$ cat src/rtl/clock_monitor_pkg.sv
// Shared state encoding and default constants for the clock monitor.
// Latency: none; declarations only, no flow control.
package clock_monitor_pkg;

  typedef enum logic [1:0] {
    IDLE,
    ARM,
    MEAS,
    LOST
  } mon_state_e;

  localparam int unsigned DEF_CNT_W   = 32;
  localparam logic [31:0] DEF_TIMEOUT = 32'd200000000;
  localparam int unsigned DUTY_TOL    = 2;

endpackage

$ cat src/rtl/clock_monitor_sync_edge_detect.sv
// Synchroniser plus registered rise/fall pulse detector for an async 1-bit input.
// Latency: SYNC_STAGES+1 clocks to the pulse; no backpressure, pulses are dropped while enable_i is low.
module sync_edge_detect #(
  parameter int unsigned SYNC_STAGES = 2
) (
  input  logic clock,
  input  logic reset_n,
  input  logic enable_i,
  input  logic d_i,
  output logic rise_o,
  output logic fall_o
);

  logic [SYNC_STAGES-1:0] sync_q;
  logic                   prev_q;
  logic                   s;

  assign s = sync_q[SYNC_STAGES-1];

  // The chain and previous-value flop keep running while disabled so that
  // re-enabling never reports a stale edge.
  always_ff @(posedge clock or negedge reset_n) begin
    if (!reset_n) begin
      sync_q <= '0;
      prev_q <= 1'b0;
      rise_o <= 1'b0;
      fall_o <= 1'b0;
    end else begin
      sync_q <= {sync_q[SYNC_STAGES-2:0], d_i};
      prev_q <= s;
      rise_o <= enable_i & s & ~prev_q;
      fall_o <= enable_i & ~s & prev_q;
    end
  end

endmodule

$ cat src/rtl/clock_monitor.sv
// Measures period/high time of a slow async clock and flags its loss; CLOCK_MONITOR_DUTY_EN adds high-time capture and duty_err_o.
// Latency: edge pulses 3 clocks after the input transition, results one clock after the pulse; no backpressure.
module clock_monitor
  import clock_monitor_pkg::*;
#(
  parameter int unsigned      SYNC_STAGES = 2,
  parameter int unsigned      CNT_W       = DEF_CNT_W,
  parameter logic [CNT_W-1:0] TIMEOUT     = CNT_W'(DEF_TIMEOUT)
) (
  input  logic             clock,
  input  logic             reset_n,
  input  logic             enable_i,
  input  logic             mon_clk_i,
  output logic             rise_o,
  output logic             fall_o,
  output logic [CNT_W-1:0] period_o,
  output logic             period_valid_o,
  output logic             period_upd_o,
  output logic [CNT_W-1:0] high_time_o,
  output logic             lost_o
`ifdef CLOCK_MONITOR_DUTY_EN
  ,
  output logic             duty_err_o
`endif
);

  mon_state_e       state_q, state_nxt;
  logic [CNT_W-1:0] cnt_q;
  logic [CNT_W-1:0] cnt_inc;
  logic             rise, fall;
  logic             measuring;
  logic             timeout_hit;
  logic             period_take;

  sync_edge_detect #(
    .SYNC_STAGES(SYNC_STAGES)
  ) u_sync (
    .clock   (clock),
    .reset_n (reset_n),
    .enable_i(enable_i),
    .d_i     (mon_clk_i),
    .rise_o  (rise),
    .fall_o  (fall)
  );

  assign rise_o = rise;
  assign fall_o = fall;

  // Saturating increment; also the measured length when an edge lands this cycle.
  assign cnt_inc     = (cnt_q == '1) ? cnt_q : cnt_q + CNT_W'(1);
  assign measuring   = (state_q == ARM) || (state_q == MEAS);
  assign timeout_hit = measuring && !rise && (cnt_inc == TIMEOUT);
  assign period_take = enable_i && measuring && rise;

  always_comb begin
    state_nxt = state_q;
    if (!enable_i) begin
      state_nxt = IDLE;
    end else begin
      case (state_q)
        IDLE:    if (rise) state_nxt = ARM;
        ARM:     if (rise) state_nxt = MEAS;
                 else if (timeout_hit) state_nxt = LOST;
        MEAS:    if (timeout_hit) state_nxt = LOST;
        LOST:    if (rise) state_nxt = ARM;
        default: state_nxt = IDLE;
      endcase
    end
  end

  always_ff @(posedge clock or negedge reset_n) begin
    if (!reset_n) begin
      state_q        <= IDLE;
      cnt_q          <= '0;
      period_o       <= '0;
      period_valid_o <= 1'b0;
      period_upd_o   <= 1'b0;
      lost_o         <= 1'b0;
    end else begin
      state_q        <= state_nxt;
      cnt_q          <= (state_q == IDLE || rise) ? '0 : cnt_inc;
      period_valid_o <= (state_nxt == MEAS);
      lost_o         <= (state_nxt == LOST);
      period_upd_o   <= period_take;
      if (period_take) period_o <= cnt_inc;
    end
  end

`ifdef CLOCK_MONITOR_DUTY_EN
  logic [CNT_W-1:0] high_q;
  logic [CNT_W+1:0] two_high, per_ext, duty_diff;
  logic             duty_bad;

  // Compare against the period being captured this cycle, with the high
  // time from the fall that preceded it.
  assign two_high  = {1'b0, high_q, 1'b0};
  assign per_ext   = {2'b00, cnt_inc};
  assign duty_diff = (two_high > per_ext) ? two_high - per_ext : per_ext - two_high;
  assign duty_bad  = duty_diff > (CNT_W+2)'(DUTY_TOL);

  always_ff @(posedge clock or negedge reset_n) begin
    if (!reset_n) begin
      high_q     <= '0;
      duty_err_o <= 1'b0;
    end else begin
      if (enable_i && measuring && fall) high_q <= cnt_inc;
      if (!enable_i)        duty_err_o <= 1'b0;
      else if (period_take) duty_err_o <= duty_bad;
    end
  end

  assign high_time_o = high_q;
`else
  assign high_time_o = '0;
`endif

endmodule

$ cat config.mk
export PLATFORM = sky130hd
export DESIGN_NAME = clock_monitor
export DESIGN_NICKNAME = d
export VERILOG_FILES = /design/src/rtl/clock_monitor_pkg.sv /design/src/rtl/clock_monitor_sync_edge_detect.sv /design/src/rtl/clock_monitor.sv
export SDC_FILE = /design/constraint.sdc
export NUM_CORES = 1
export LEC_CHECK = 0
export CORE_ASPECT_RATIO = 0.5
export CORE_MARGIN = 2
export CORE_UTILIZATION = 35
export DETAILED_ROUTE_END_ITERATION = 10
export PLACE_DENSITY_LB_ADDON = 0.12
export SYNTH_ARGS = -nofsm -noshare
export SYNTH_HDL_FRONTEND = slang
export SYNTH_HIERARCHICAL = 1
export SYNTH_SLANG_ARGS = --single-unit
export TNS_END_PERCENT = 20
$ cat constraint.sdc
create_clock -name clock -period 2.3 [get_ports clock]
set_input_delay 0.23 -clock clock [delete_from_list [all_inputs] [get_ports clock]]
set_output_delay 0.23 -clock clock [all_outputs]
set_load 0.02 [all_outputs]
==> results of run 1 <==
-- placed cells by master, fill, tap and decap left out, drive strengths merged, types with 3 or more instances in the layout --
master	netlist	final
nor2	48	48
nor4b	3	3
ha	4	4
mux2i	3	3
o311ai	3	3
dfrtp	74	74
nand4	15	15
and4	11	11
o21ai	36	36
xor2	14	14
or4	3	3
and2	3	3
a211oi	4	4
buf	41	130
a31oi	3	3
or2	3	3
clkbuf	11	10
o31ai	4	4
a21oi	3	3
xnor2	12	12
nand2	61	61
nor4	5	5
conb	1	32
clkdlybuf4s50	0	39
nand3	15	15
inv	7	7
and3	4	4
nor3	12	12
-- flip-flops by register name (all words and copies together) (netlist names) --
signal and cells:
u_sync/fall_o 1, period_valid_o 1, u_sync/rise_o 1, cnt_q 32, state_q 2, u_sync/prev_q 1
period_o 32, u_sync/sync_q 2, period_upd_o 1, lost_o 1
-- layer usage --
| metal | up-vias | wire (µm) |
|---|---|---|
| met5 | - | 0 |
| li1 | 1760 | - |
| met3 | 8 | 786 |
| met4 | 0 | 93 |
| met2 | 108 | 4490 |
| met1 | 1670 | 6410 |
-- path summary, 6_finish.rpt --
kind,start,end,slack [ps]
max,cnt_q[1],period_valid_o,-220
min,mon_clk_i,u_sync/sync_q[0],340
max reg2reg,cnt_q[1],period_valid_o,-220
min reg2reg,u_sync/sync_q[0],u_sync/sync_q[1],350
max in group asynchronous,reset_n,cnt_q[4],1350
min in group asynchronous,reset_n,period_o[12],370
-- cells by family (layout without fill, tap and decap cells) --
kind of cell,count (synthesis),after routing
AO/OA/AOI/OAI,66,66
XOR/XNOR,26,26
adder cells (fa/ha/maj),4,4
buffers and inverters,59,192
flip-flops,74,74
multiplexers,4,4
other,1,32
AND/OR/NAND/NOR,194,194
-- area by class of cell --
cell class                 count  area share
timing repair buffer         170       0.237
clock buffer                  10      0.0388
clock inverter                 5      0.0136
inverter                       7     0.00445
tap                          145      0.0308
sequential                    74       0.314
multi-input combinational    326       0.361
-- synthesized netlist by cell type (4+ instances only) --
library cell  number
nand4_1           12
buf_2              6
xor2_1            14
buf_4             35
xnor2_1           12
nand2_1           61
nor2_1            48
a211oi_1           4
and4_1            11
nand3_1           14
dfrtp_1           74
ha_1               4
nor3_1             9
o21ai_0           36
and3_1             4
inv_1              7
clkbuf_1          11
-- stage by stage --
stage                     cell area (µm²)  TNS (ps)
final                                5900      -698
after global routing                 5900     -1290
after detailed placement             5300     -1870
after CTS                            5800      -645
after global placement               5300     -1110
after floorplan                      4160     -90.6
-- power by group --
group	total (µW)	internal [µW]	switching [µW]	leakage [µW]
combinational	186	50.3	135	0.00149
clock	1500	942	553	0.000145
sequential	1330	1320	8.60	0.00102
-- critical path: cells and delay by family, from the launching register on --
family	cells	cell delay (ps)
and+or+nand+nor	4	940
buffers and inverters	3	470
DFF	1	410
adders and majority gates	1	180
AOI/OAI and AO/OA	4	390
-- what timing repair did --
item | 4_1_cts | 5_1_grt
hold buffers | 1 | 0
gates resized for setup | 26 | 18
buffers inserted | 12 | 0
setup endpoints to repair | 17 | 17
pin swaps | 12 | 3
endpoints found under the hold margin | 29 | 0
==> impl_metrics.yaml, run 1 <==
finish:
  layout.filler_cells: 1041
  area_delta_synth_final_pct: 46.7
  nets: 596
  multiInputGateArea_um2: 2130
  n_antenna_cell: 0
  final_core_util: 0.532
  regArea_um2: 1850
  layout.cells.non_filler: 737
  drive_gt1_frac: 0.329
grt:
  grt_pass1_vias: 3421
  grt_use_met1: 0.318
  grt_max_degree: 46
  antenna_found_initial: 0
  track_usage: 0.202
  grt_util_met2: 0.272
  overflow: 0
  grt_pass1_wl_um: 18800
  grtUsageMet3: 0.0510
  grt.busiest_layer: "met1"
route:
  routed_wl_um: 11800
  wl_per_cell_um: 16.0
  drt_first_pass_iters: 4
  drtIter0Drc: 176
  ant_nets: 0
  drc_errors: 0
  avgViaCountPerCell: 4.81
  vias: 3546
clock_network:
  numCtsBuffers: 9
  clkTransAtPathRegs_ps: 60
  insertion_delay_ps: 330
  cts_root_buffer: "clkbuf_16"
  htreeDepth: 3
  cts_tree: "yes"
  max-clock-path-buffers: 2
  clock-sinks: 74
synth:
  syn-cell-area_um2: 4020
  synth_cell_types: 56
  synthAdderAreaFrac: 0.0124
  async_flop_share: 1.00
  yosysWarnings: 6
  synth_compound_area_frac: 0.107
  yosys-top-cells-area: "dfrtp_1 46%, buf_4 6.5%, nand2_1 5.7%"
  ys.flop_type: "dfrtp_1"
  synth_top_family_by_area: "simple AND/OR/NAND/NOR gates"
  netlist.top_cell.by_area: "dfrtp_1"
  ys_ff_latch: 74
  yosysSeqAreaShare: 0.460
  synth-simple-area-share: 0.263
  syn-instance-count: 428
  synth_xor_xnor_area_share: 0.0566
  synth_top_area_frac: 0.460
  synth-edff-count: 0
  syn_area_per_cell_um2: 9.40
  muxShareOfSynthArea: 0.0103
floorplanning:
  fp.dieW_um: 156
  rows: 27
  core_um2: 11100
  start_util: 0.363
  pin_count: 73
  dieArea_um2: 12400
  die_h_um: 79.8
timing:
  final-hold-violation-count: 0
  finalMaxSlewViolations: 0
  grt_setup_unrepaired: "true"
  fin_ws_ps: -221
  relSlewSlack: 0.550
  setup_viol_count_final: 5
  skew_ps: 4.57
  fin_crit_ps: 2520
  hold_slack_ps: 338
  clock.fmax_mhz: 397
  period_share: 1.10
  worst_pin_slew_ps: 676
critical_path:
  reg2reg_depth: 12
  required_ps: 2490
  slowest_stage: "or4_4"
  path_max_fanout: 4
  cp.arrival_ps: 2710
  cp-end-kind: "register"
  critical_path_class: "register to register"
  startpoint_type: "register"
  cpPeakStageDelay_ps: 570
  crit_chain: "ha_4 > buf_4 > and4_4 > nand3_4 > buf_4 > o31ai_4 > buf_4 > nor2_1 > o22ai_2 > or4_4 > o22ai_4 > a211oi_2"
  crit_top_cell: "buf_4"
placement:
  gp_congestion: 0.933
  port_buffers: 40
  place_inst: 709
  pre_cts_slack_ps: -470
  dp_hpwl_um: 9060
status:
  violations: "negative setup slack"
  outcome: "finished with violations"
min_path:
  worstHoldPathCells: 1
  hold_class: "input pin to register"
flow_run:
  maxCapViolCount: 0
power_and_ir_drop:
  p_leak_uw: 0.00266
  ir_worst_vdd_mv: 0.306
  power_uw: 3010
  pwr_density_cell_nw_per_um2: 510
(Power assumes the default switching activity.)
==> inputs of run 2 (changes only) <==
--- a/config.mk
+++ b/config.mk
@@ -7,9 +7,10 @@
 export LEC_CHECK = 0
 export CORE_ASPECT_RATIO = 0.5
 export CORE_MARGIN = 2
-export CORE_UTILIZATION = 35
+export CORE_UTILIZATION = 25
 export DETAILED_ROUTE_END_ITERATION = 10
 export PLACE_DENSITY_LB_ADDON = 0.12
+export SLEW_MARGIN = 15
 export SYNTH_ARGS = -nofsm -noshare
 export SYNTH_HDL_FRONTEND = slang
 export SYNTH_HIERARCHICAL = 1
==> constraint.sdc (replaced) <==
create_clock -name clock -period 2.6 [get_ports clock]
set_input_delay 0.26 -clock clock [delete_from_list [all_inputs] [get_ports clock]]
set_output_delay 0.26 -clock clock [all_outputs]
set_load 0.02 [all_outputs]
==> impl_metrics.yaml, run 2 (synthesis gave the netlist of run 1 again) <==
critical_path:
  path_delay_family: "simple AND/OR/NAND/NOR gates"
  path_max_fanout: 5
  crit_chain: "buf_4 > and4_1 > nand4_1 > a31oi_4 > nand2_1 > xor2_1 > or4_1 > o22ai_2 > a211oi_2"
  slowest_stage: "or4_1"
  required_ps: 2790
  r2r_setup_slack_ps: 8
  startpoint_type: "register"
  path_buf_inv: 1
  reg2reg_depth: 9
  critical_path_class: "register to register"
  worst_r2r_endpoint: "period_valid_o"
  cpPeakStageDelay_ps: 570
  cp.arrival_ps: 2780
  r2r-start: "cnt_q[0]"
  cp-end-kind: "register"
floorplanning:
  die_h_um: 93.7
  start_util: 0.258
  dieArea_um2: 17200
  fp.dieW_um: 183
  pin_count: 73
  core_um2: 15600
  rows: 32
grt:
  grt_pass1_vias: 3316
  grt_pass1_wl_um: 19200
  overflow: 0
  track_usage: 0.148
  grt_max_degree: 75
  antenna_found_initial: 0
route:
  avgViaCountPerCell: 4.42
  drc_errors: 0
  wl_per_cell_um: 15.7
  drt_first_pass_iters: 4
  ant_nets: 0
  routed_wl_um: 12100
  vias: 3402
  drtIter0Drc: 141
min_path:
  hold_class: "input pin to asynchronous set/reset pin"
placement:
  pre_cts_slack_ps: -353
  port_buffers: 40
  dp_hpwl_um: 9060
  gp_congestion: 0.925
  placed_area_um2: 5150
finish:
  mostFrequentLayoutCell: "buf_4"
  multiInputGateArea_um2: 2070
  reg_top3: "cnt_q x32, period_o x32"
  nets: 569
  regArea_um2: 1860
  n_antenna_cell: 0
  final_core_util: 0.366
  design_area_um2: 5700
  final_cell_mix: "103 x buf_4, 68 x dfrtp_1, 60 x nand2_1, 48 x nor2_1, 39 x clkdlybuf4s50_1"
  drive_gt1_frac: 0.293
  layout.filler_cells: 1605
  area_delta_synth_final_pct: 41.7
timing:
  relSlewSlack: 0.342
  hold_slack_ps: 88.0
  clock.fmax_mhz: 386
  setup_viol_count_final: 0
  finalMaxSlewViolations: 0
  period_share: 0.997
  worst_pin_slew_ps: 987
  fin_crit_ps: 2590
  final-hold-violation-count: 0
  skew_ps: 5.00
  setup_tns_ps: 0
  fin_ws_ps: 8.10
  grt_setup_unrepaired: "true"
clock_network:
  numCtsBuffers: 9
  cts_hold_buf: 0
  cts_tree: "yes"
  htreeDepth: 3
  max-clock-path-buffers: 2
  cts_root_buffer: "clkbuf_16"
  clock-sinks: 74
  insertion_delay_ps: 340
  clkTransAtPathRegs_ps: 60
status:
  outcome: "finished, final reports clean"
power_and_ir_drop:
  ir_worst_vdd_mv: 0.265
  pwr_density_cell_nw_per_um2: 464
  p_leak_uw: 0.00249
flow_run:
  maxCapViolCount: 0
-- run 2: cell count changes in the layout (fill, tap and decap cells not counted), sizes merged --
cell,delta
bufinv,-1
clkinvlp,-1
inv,+3
buf,-26
dlygate4sd3,-1
-- run 2: through the flow --
step	power, µW	cells
after floorplan	1320	459
final	2640	770
after detailed placement	1350	743
after global routing	2760	770
after global placement	1350	743
after CTS	2690	768
-- run 2: how the worst max path moves through the flow --
stage | startpoint | endpoint | depth (start not counted)
floorplan | cnt_q[0] | lost_o | 9
global placement | cnt_q[0] | period_valid_o | 9
detailed placement | cnt_q[1] | period_valid_o | 9
CTS | cnt_q[1] | lost_o | 10
global route | cnt_q[15] | period_valid_o | 8
finish | cnt_q[0] | period_valid_o | 9
-- run 2: layer usage --
metal / GRT usage / up-vias / wire length (µm)
met1: 0.227 / 1595 / 6810
met4: 0.0373 / 0 / 171
met2: 0.206 / 92 / 4660
met3: 0.0322 / 11 / 453
met5: 0 / - / 0
li1: - / 1704 / -
-- run 2: final cells by class --
class / instances / area share
clock buffer: 10 / 0.0419
clock inverter: 6 / 0.0127
inverter: 7 / 0.00461
multi-input combinational: 326 / 0.364
sequential: 74 / 0.326
tap: 204 / 0.0448
timing repair buffer: 143 / 0.206
-- run 2: where the power goes --
part / internal, µW / switching (µW)
logic: 35.0 / 119
registers: 1160 / 8.32
clock network: 782 / 534
total: 1980 / 661
-- run 2: what timing repair did --
item                                   CTS  global route
pin swaps                               15             5
resized for setup                       30             5
setup endpoints to repair                4             4
cloned                                   0             0
endpoints found under the hold margin    0             0
buffers inserted                         9             2
-- run 2: worst register-to-register path, stage by stage (launching register included) --
cell	delay, ps
dfrtp_1	350
buf_4	140
and4_1	280
nand4_1	240
a31oi_4	330
nand2_1	110
xor2_1	250
or4_1	570
o22ai_2	140
a211oi_2	50
==> inputs of run 3 (changes only) <==
--- a/config.mk
+++ b/config.mk
@@ -8,8 +8,11 @@
 export CORE_ASPECT_RATIO = 0.5
 export CORE_MARGIN = 2
 export CORE_UTILIZATION = 25
+export CTS_CLUSTER_SIZE = 16
 export DETAILED_ROUTE_END_ITERATION = 10
+export GPL_TIMING_DRIVEN = 0
 export PLACE_DENSITY_LB_ADDON = 0.12
+export REMOVE_ABC_BUFFERS = 1
 export SLEW_MARGIN = 15
 export SYNTH_ARGS = -nofsm -noshare
 export SYNTH_HDL_FRONTEND = slang
==> impl_metrics.yaml, run 3 (synthesis gave the netlist of run 1 again) <==
placement:
  dp_hpwl_um: 7770
  gp_congestion: 0.852
  port_buffers: 40
  pre_cts_slack_ps: -1020
floorplanning:
  core_um2: 15600
  die_h_um: 93.7
  pin_count: 73
  fp.dieW_um: 183
  start_util: 0.258
  rows: 32
  dieArea_um2: 17200
timing:
  relSlewSlack: 0.287
  period_share: 1.05
  fin_ws_ps: -139
  fin_crit_ps: 2740
  grt_setup_unrepaired: "true"
  skew_ps: 8.78
  clock.fmax_mhz: 365
  finalMaxSlewViolations: 0
  setup_viol_count_final: 4
  final-hold-violation-count: 0
  worst_pin_slew_ps: 1060
  setup_tns_ps: -378
min_path:
  min-delay-start: "u_sync/sync_q[0]"
  worstHoldPathCells: 0
  hold_class: "register to register"
  whs_endpoint: "u_sync/sync_q[1]"
route:
  avgViaCountPerCell: 4.69
  drt_first_pass_iters: 4
  routed_wl_um: 11000
  wl_per_cell_um: 15.8
  ant_nets: 0
  vias: 3266
  drc_errors: 0
  drtIter0Drc: 237
critical_path:
  reg2reg_depth: 10
  cpPeakStageDelay_ps: 480
  worst_r2r_endpoint: "period_valid_o"
  path_max_fanout: 7
  r2r-start: "cnt_q[15]"
  cp-end-kind: "register"
  crit_chain: "buf_4 > nand4_4 > nor3_4 > nand4_2 > or4_4 > and2_4 > nor4_4 > nand4_1 > buf_4 > a211oi_2"
  r2r_setup_slack_ps: -140
  cp.arrival_ps: 2990
  critical_path_class: "register to register"
  startpoint_type: "register"
  required_ps: 2850
  crit_top_cell: "buf_4"
  slowest_stage: "or4_4"
grt:
  antenna_found_initial: 0
  grt_pass1_vias: 3249
  grt_pass1_wl_um: 18200
  track_usage: 0.139
  grt_max_degree: 45
  overflow: 0
finish:
  regArea_um2: 1870
  drive_gt1_frac: 0.187
  n_antenna_cell: 0
  multiInputGateArea_um2: 2050
  nets: 496
  area_delta_synth_final_pct: 28.8
  final_cell_mix: "61 x dfrtp_1, 60 x nand2_1, 48 x nor2_1, 39 x clkdlybuf4s50_1, 34 x o21ai_0"
  mostFrequentLayoutCell: "dfrtp_1"
  reg_top3: "cnt_q x32, period_o x32"
  layout.filler_cells: 1605
clock_network:
  clock-sinks: 74
  htreeDepth: 3
  cts_root_buffer: "clkbuf_16"
  numCtsBuffers: 9
  cts_tree: "yes"
  insertion_delay_ps: 340
  clkTransAtPathRegs_ps: 60
  max-clock-path-buffers: 2
status:
  outcome: "finished with violations"
  violations: "negative setup slack"
power_and_ir_drop:
  ir_worst_vdd_mv: 0.275
  pwr_density_cell_nw_per_um2: 518
  p_leak_uw: 0.00213
flow_run:
  maxCapViolCount: 0
[run 3: cell type report]
type,count,area share
tap,204,0.0493
sequential,74,0.361
timing repair buffer,69,0.127
multi-input combinational,327,0.396
clock inverter,6,0.0176
clock buffer,10,0.0442
inverter,7,0.00507
[run 3: worst max path at each step]
stage                     startpoint             end  slack (ps)
after global placement       reset_n      state_q[1]       -1560
after detailed placement    cnt_q[0]  period_valid_o       -1020
final                      cnt_q[15]  period_valid_o        -140
after floorplan             cnt_q[0]  period_valid_o          -8
after global routing       cnt_q[16]          lost_o        -280
after CTS                  cnt_q[12]  period_valid_o        -160
[run 3: per-layer routing]
layer	wire, µm	GRT usage	up-vias
met2	4360	0.194	115
met5	0	0	-
met1	5830	0.205	1583
li1	-	-	1557
met4	104	0.0333	0
met3	690	0.0422	11
[run 3: metrics by stage]
stage | hold slack [ps] | cells | total power (µW) | cell area [µm²] | utilization
6_report | 362 | 697 | 2680 | 5180 | 0.333
5_1_grt | 386 | 697 | 2790 | 5180 | 0.333
4_1_cts | 365 | 693 | 2730 | 5140 | 0.330
3_5_place_dp | 236 | 653 | 1350 | 4520 | 0.290
3_3_place_gp | 337 | 651 | 1340 | 4460 | 0.286
2_1_floorplan | -35.6 | 407 | 1280 | 3800 | -
[run 3: what timing repair did]
action | CTS | global route
hold buffers | 1 | 0
endpoints found under the setup margin | 25 | 4
pin swaps | 9 | 6
buffers inserted | 22 | 4
resized for setup | 29 | 8
gates cloned | 1 | 0
hold endpoints to repair | 30 | 0
[run 3: critical path, delay by kind of cell (launching register included)]
kind	cells	cell delay, ps
simple gates	7	1730
buf+inv	2	320
flops	1	420
compound gates	1	180
[run 3: power breakdown]
part,total (µW),leakage (µW),switching (µW),internal (µW)
registers,1180,0.00100,9.99,1170
clock network,1350,0.000145,508,842
logic,159,0.000986,118,40.8
total,2680,0.00213,636,2050
